--- config.mk ---
export PLATFORM = sky130hd
export DESIGN_NAME = ex_muldiv
export DESIGN_NICKNAME = d
export VERILOG_FILES = /design/src/rtl/legv8_pkg.sv /design/src/rtl/ex_muldiv.sv
export SDC_FILE = /design/constraint.sdc
export NUM_CORES = 2
export LEC_CHECK = 0
export BUFFER_PORTS_ARGS = -buffer_cell sky130_fd_sc_hd__buf_2
export CAP_MARGIN = 20
export CORE_AREA = 2 2 356 217
export CTS_CLUSTER_DIAMETER = 100
export DETAILED_ROUTE_END_ITERATION = 10
export DIE_AREA = 0 0 358 219
export SLEW_MARGIN = 10
export SYNTH_ARGS = -nofsm -noshare
export SYNTH_HDL_FRONTEND = slang
export SYNTH_SLANG_ARGS = --single-unit
--- constraint.sdc ---
create_clock -name clock -period 10.3 [get_ports clock]
set_input_delay 3.09 -clock clock [delete_from_list [all_inputs] [get_ports clock]]
set_output_delay 3.09 -clock clock [all_outputs]
set_load 0.02 [all_outputs]
--- src/rtl/legv8_pkg.sv ---
// Shared LEGv8 definitions for the EX-stage multiply/divide unit:
// opcode/shamt encodings, FSM states and the internal operation kind.
package legv8_pkg;

    localparam logic [10:0] OP_MUL   = 11'h4D8;
    localparam logic [10:0] OP_UMULH = 11'h4DE;
    localparam logic [10:0] OP_DIV   = 11'h4D6;

    localparam logic [5:0] SH_SDIV = 6'h02;
    localparam logic [5:0] SH_UDIV = 6'h03;

    typedef enum logic [2:0] {
        S_IDLE,
        S_MUL,
        S_DIV,
        S_FIX,
        S_DONE
    } muldiv_state_t;

    typedef enum logic [1:0] {
        K_MUL,
        K_UMULH,
        K_SDIV,
        K_UDIV
    } muldiv_kind_t;

    function automatic logic is_div(input muldiv_kind_t kind);
        return (kind == K_SDIV) || (kind == K_UDIV);
    endfunction

endpackage

--- src/rtl/ex_muldiv.sv ---
// Radix-2 iterative MUL/UMULH/SDIV/UDIV unit for the EX stage.
// One shared 2*XLEN accumulator serves as product register or remainder:quotient pair.
module ex_muldiv
    import legv8_pkg::*;
#(
    parameter int XLEN = 64
) (
    input  logic            clock,
    input  logic            reset,
    input  logic            start,
    input  logic            flush,
    input  logic [10:0]     alu_ctrl_data,
    input  logic [5:0]      shamt,
    input  logic [XLEN-1:0] read1,
    input  logic [XLEN-1:0] read2,
    input  logic [4:0]      write_reg,
    output logic            busy,
    output logic            done,
    output logic [XLEN-1:0] result,
    output logic [4:0]      Write_reg
);

    localparam int CW = $clog2(XLEN);

    muldiv_state_t     state;
    muldiv_kind_t      kind;
    logic [CW-1:0]     count;
    logic [2*XLEN-1:0] acc;
    logic [XLEN-1:0]   operand_b;
    logic              negate;
    logic              div_zero;
    logic [4:0]        rd_pending;

    // Start decode
    logic         start_valid;
    muldiv_kind_t start_kind;

    always_comb begin
        start_valid = 1'b0;
        start_kind  = K_MUL;
        unique case (alu_ctrl_data)
            OP_MUL: begin
                start_valid = 1'b1;
                start_kind  = K_MUL;
            end
            OP_UMULH: begin
                start_valid = 1'b1;
                start_kind  = K_UMULH;
            end
            OP_DIV: begin
                if (shamt == SH_SDIV) begin
                    start_valid = 1'b1;
                    start_kind  = K_SDIV;
                end else if (shamt == SH_UDIV) begin
                    start_valid = 1'b1;
                    start_kind  = K_UDIV;
                end
            end
            default: ;
        endcase
    end

    // SDIV works on magnitudes; |MIN| is 2^(XLEN-1) as an unsigned value, which is exact.
    logic [XLEN-1:0] mag1;
    logic [XLEN-1:0] mag2;
    logic            start_div;
    logic            start_neg;

    always_comb begin
        start_div = is_div(start_kind);
        mag1      = read1;
        mag2      = read2;
        start_neg = 1'b0;
        if (start_kind == K_SDIV) begin
            if (read1[XLEN-1]) mag1 = -read1;
            if (read2[XLEN-1]) mag2 = -read2;
            start_neg = read1[XLEN-1] ^ read2[XLEN-1];
        end
    end

    // Multiply step: conditional add into the upper half, then shift right.
    logic [XLEN:0]     mul_sum;
    logic [2*XLEN-1:0] mul_next;

    always_comb begin
        mul_sum  = {1'b0, acc[2*XLEN-1:XLEN]} + (acc[0] ? {1'b0, operand_b} : '0);
        mul_next = {mul_sum, acc[XLEN-1:1]};
    end

    // Restoring divide step: shift left, trial-subtract, keep on no borrow.
    logic [XLEN:0]     rem_shift;
    logic [XLEN:0]     diff;
    logic [2*XLEN-1:0] div_next;

    always_comb begin
        rem_shift = acc[2*XLEN-1:XLEN-1];
        diff      = rem_shift - {1'b0, operand_b};
        if (diff[XLEN])
            div_next = {rem_shift[XLEN-1:0], acc[XLEN-2:0], 1'b0};
        else
            div_next = {diff[XLEN-1:0], acc[XLEN-2:0], 1'b1};
    end

    logic [XLEN-1:0] fix_value;

    always_comb begin
        unique case (kind)
            K_MUL:   fix_value = acc[XLEN-1:0];
            K_UMULH: fix_value = acc[2*XLEN-1:XLEN];
            default: begin
                if (div_zero)    fix_value = '0;
                else if (negate) fix_value = -acc[XLEN-1:0];
                else             fix_value = acc[XLEN-1:0];
            end
        endcase
    end

    assign busy = (state == S_MUL) || (state == S_DIV) || (state == S_FIX);

    always_ff @(posedge clock or posedge reset) begin
        if (reset) begin
            state      <= S_IDLE;
            kind       <= K_MUL;
            count      <= '0;
            acc        <= '0;
            operand_b  <= '0;
            negate     <= 1'b0;
            div_zero   <= 1'b0;
            rd_pending <= '0;
            done       <= 1'b0;
            result     <= '0;
            Write_reg  <= '0;
        end else begin
            done <= 1'b0;
            if (flush) begin
                state <= S_IDLE;
            end else begin
                unique case (state)
                    S_IDLE, S_DONE: begin
                        if (start && start_valid) begin
                            kind       <= start_kind;
                            rd_pending <= write_reg;
                            count      <= CW'(XLEN - 1);
                            acc        <= {{XLEN{1'b0}}, start_div ? mag1 : read2};
                            operand_b  <= start_div ? mag2 : read1;
                            negate     <= start_neg;
                            div_zero   <= start_div && (read2 == '0);
                            if (!start_div)
                                state <= S_MUL;
                            else if (read2 == '0)
                                state <= S_FIX;
                            else
                                state <= S_DIV;
                        end else begin
                            state <= S_IDLE;
                        end
                    end
                    S_MUL: begin
                        acc <= mul_next;
                        if (count == '0) state <= S_FIX;
                        else             count <= count - 1'b1;
                    end
                    S_DIV: begin
                        acc <= div_next;
                        if (count == '0) state <= S_FIX;
                        else             count <= count - 1'b1;
                    end
                    S_FIX: begin
                        result    <= fix_value;
                        Write_reg <= rd_pending;
                        done      <= 1'b1;
                        state     <= S_DONE;
                    end
                    default: state <= S_IDLE;
                endcase
            end
        end
    end

endmodule
==> results.cfg <==
[run_status]
status = finished clean

[timing]
clock_skew_ns = 0.0119
tns_ns = 0
final.setup.worst_slack_ns = 3.61
setup_viol = 0
fin_crit_ns = 6.69
post-route-period-util_pct = 65.0
fin_worst_hold_slack_ns = 0.475
tightest_slew_ns = 1.22
grt_setup_unrepaired = false
finalHoldViolations = 0
maxSlewHeadroom_pct = 18.8
fmax_mhz = 149
slew_viol_final = 0

[worst_hold_path]
hold_path.class = reg -> reg

[global_routing]
first_global_vias = 25400
grtUsageMet1_pct = 38.5
grt_util_met2_pct = 37.2
top_usage_layer = met1
track_usage_pct = 26.2
antenna_found_initial = 0
grtUsageMet3_pct = 6.39
grt_max_degree = 112
grt_pass1_wl_um = 159000
grt_overflow = 0

[flow_run]
maxCapViolCount = 0

[logic_synthesis]
synth.area.top_cells = dfrtp_1 (27%), a21oi_1 (7.0%), o21ai_0 (6.6%), nor2_1 (6.4%), ha_1 (6.4%)
ys_warn_count = 0
netlist.area_leader.share_pct = 26.8
ys_seq_area_share_pct = 26.8
async_flop_share_pct = 100
synth_edf_count = 0
syn_inst = 3542
synth_flop_cell = dfrtp_1
yosys.area.top_type = dfrtp_1
syn_area_um2 = 26100
ys_types = 87
synth_fp_nets = 3831
synth-seq-cells = 280
avgSynthCellArea_um2 = 7.37

[worst_setup_path]
cp.arrival_ns = 7.23
critPathKind = in -> reg
r2r_cells = 14
crit_fanout = 6
cp-startpoint = read1[10]
worstPathRequired_ns = 10.84
worstSetupEndpoint = acc[63]
startpoint_type = input port
endpoint_kind = register
rr_startpoint = acc[63]
regToRegEndpoint = acc[113]
rrSetupSlack_ns = 4.15

[power_and_ir_drop]
p_leak_nw = 12.5
powerDensity_nw_per_um2 = 128
ir_drop_mv = 0.115

[clock_tree]
clock-sinks = 280
cts-resized-gates = 0
ctsHoldBuffers = 0
clk_pin_slew_worst_paths_ns = 0.07
cts_setup_buffers = 0
cts-htree-levels = 1
clockBufferDepth = 3
clk_latency_ns = 0.62
numCtsBuffers = 30
cts-root-buf = clkbuf_16
cts_tree = built

[placed_design]
place.detailed.hpwl_um = 80100
place_ws_ns = 3.14
port_buffers = 224
gp_congestion = 0.971
place_inst = 4551

[floorplanning]
dieWidth_um = 358
core_area_um2 = 75000
initial_core_util_pct = 34.8
dieArea_um2 = 78400
ios = 225
num_rows = 78
die_y_um = 219

[finish]
final_layout_size_suffix_gt1_share_pct = 10.3
regMostFlops = acc
fin_nets = 3873
final_cells = 4606
antennaDiodeCount = 0
largestRegisters = acc: 128 flops, operand_b: 64 flops, result: 64 flops
area_delta_synth_final_pct = 10.7
largest_reg_flops = 128

[routing]
drt-pass1-iter-count = 8
drt_wl_total_um = 105000
avgViaCountPerCell = 6.03
drt_iter0_markers = 3451
drc = 0
postRouteAntennaNets = 0
wl_per_cell_um = 22.8
vias = 27800
layer usage:
layer / up-vias / wire (um)
li1: 13100 / -
met1: 13200 / 48400
met2: 1330 / 42100
met3: 149 / 10900
met4: 0 / 3620
met5: - / 0
placed cells by master (no fill, tap or decap), types with 21 or more instances in the layout:
master / synthesis / routed
nand4_1: 41 / 41
a21oi_1: 363 / 363
nand2_1: 369 / 367
a21o_1: 52 / 52
buf_4: 0 / 34
xnor2_1: 111 / 111
a222oi_1: 32 / 32
a211oi_1: 53 / 53
inv_1: 111 / 110
o21ai_0: 344 / 344
nor4_1: 30 / 29
buf_2: 5 / 224
dfrtp_1: 280 / 279
xor2_1: 125 / 125
o31a_1: 21 / 21
nor3_1: 83 / 83
nor2_1: 444 / 441
or3_1: 44 / 44
clkbuf_16: 0 / 31
nand2b_1: 30 / 28
a22oi_1: 27 / 27
nor2b_1: 33 / 28
o21a_1: 26 / 26
nand3_1: 63 / 62
o31ai_1: 36 / 36
ha_1: 133 / 133
a221oi_1: 68 / 68
a31oi_1: 71 / 71
cell usage after synthesis (all sizes together) (68+ instances only):
cell type  instances
a21oi            366
a221oi            68
a31oi             71
clkbuf           226
dfrtp            280
ha               133
inv              112
nand2            371
nor2             444
nor3              83
o21ai            347
xnor2            111
xor2             125
metrics by stage:
step,total power [mW],instance area (um2),utilization [%]
2_1_floorplan,2.08,26100,-
3_3_place_gp,2.48,27900,37.2
3_5_place_dp,2.48,27900,37.2
4_1_cts,3.66,28900,38.6
5_1_grt,3.87,28900,38.6
6_report,3.70,28900,38.6
power by group:
part | internal [mW] | switching, mW | leakage, nW
combinational | 0.438 | 0.766 | 8.17
sequential | 1.16 | 0.150 | 3.84
clock | 0.647 | 0.534 | 0.490
worst min path at each step:
stage                     depth (start not counted)       endpoint          start
after floorplan                                   2  rd_pending[0]  rd_pending[0]
after global placement                            2  rd_pending[1]  rd_pending[1]
after detailed placement                          2  rd_pending[2]  rd_pending[2]
after CTS                                         2  rd_pending[3]  rd_pending[3]
after global routing                              2  rd_pending[3]  rd_pending[3]
final                                             2  rd_pending[3]  rd_pending[3]
final cells by class:
| cell class | count | area, um2 |
|---|---|---|
| clock inverter | 14 | 161 |
| timing repair buffer | 260 | 1400 |
| fill | 7897 | 46000 |
| sequential | 280 | 7010 |
| inverter | 112 | 424 |
| clock buffer | 40 | 840 |
| multi-input combinational | 2900 | 17800 |
| tap | 1000 | 1250 |
worst max-delay path: stages:
cell      delay [ns]
buf_2           0.13
or4_1           0.62
nor4_2          0.74
nand4_1         0.49
nor4_1          0.74
nand4_1         0.35
nor2_1          0.33
nand4b_1        0.15
a21oi_1         0.18
a21oi_1         0.07
o21ai_0         0.15
a21boi_1        0.17
cells by family after synthesis:
| family | Yosys count | share of synthesized area (%) |
|---|---|---|
| xor gates and xnor gates | 236 | 7.91 |
| buffers and inverters | 362 | 5.32 |
| adders and majority gates | 135 | 6.53 |
| AOI/OAI and AO/OA | 1267 | 30.8 |
| muxes | 23 | 0.920 |
| DFF | 280 | 26.8 |
| and+or+nand+nor | 1239 | 21.7 |
No activity file was read; power rests on OpenSTA's default activity.
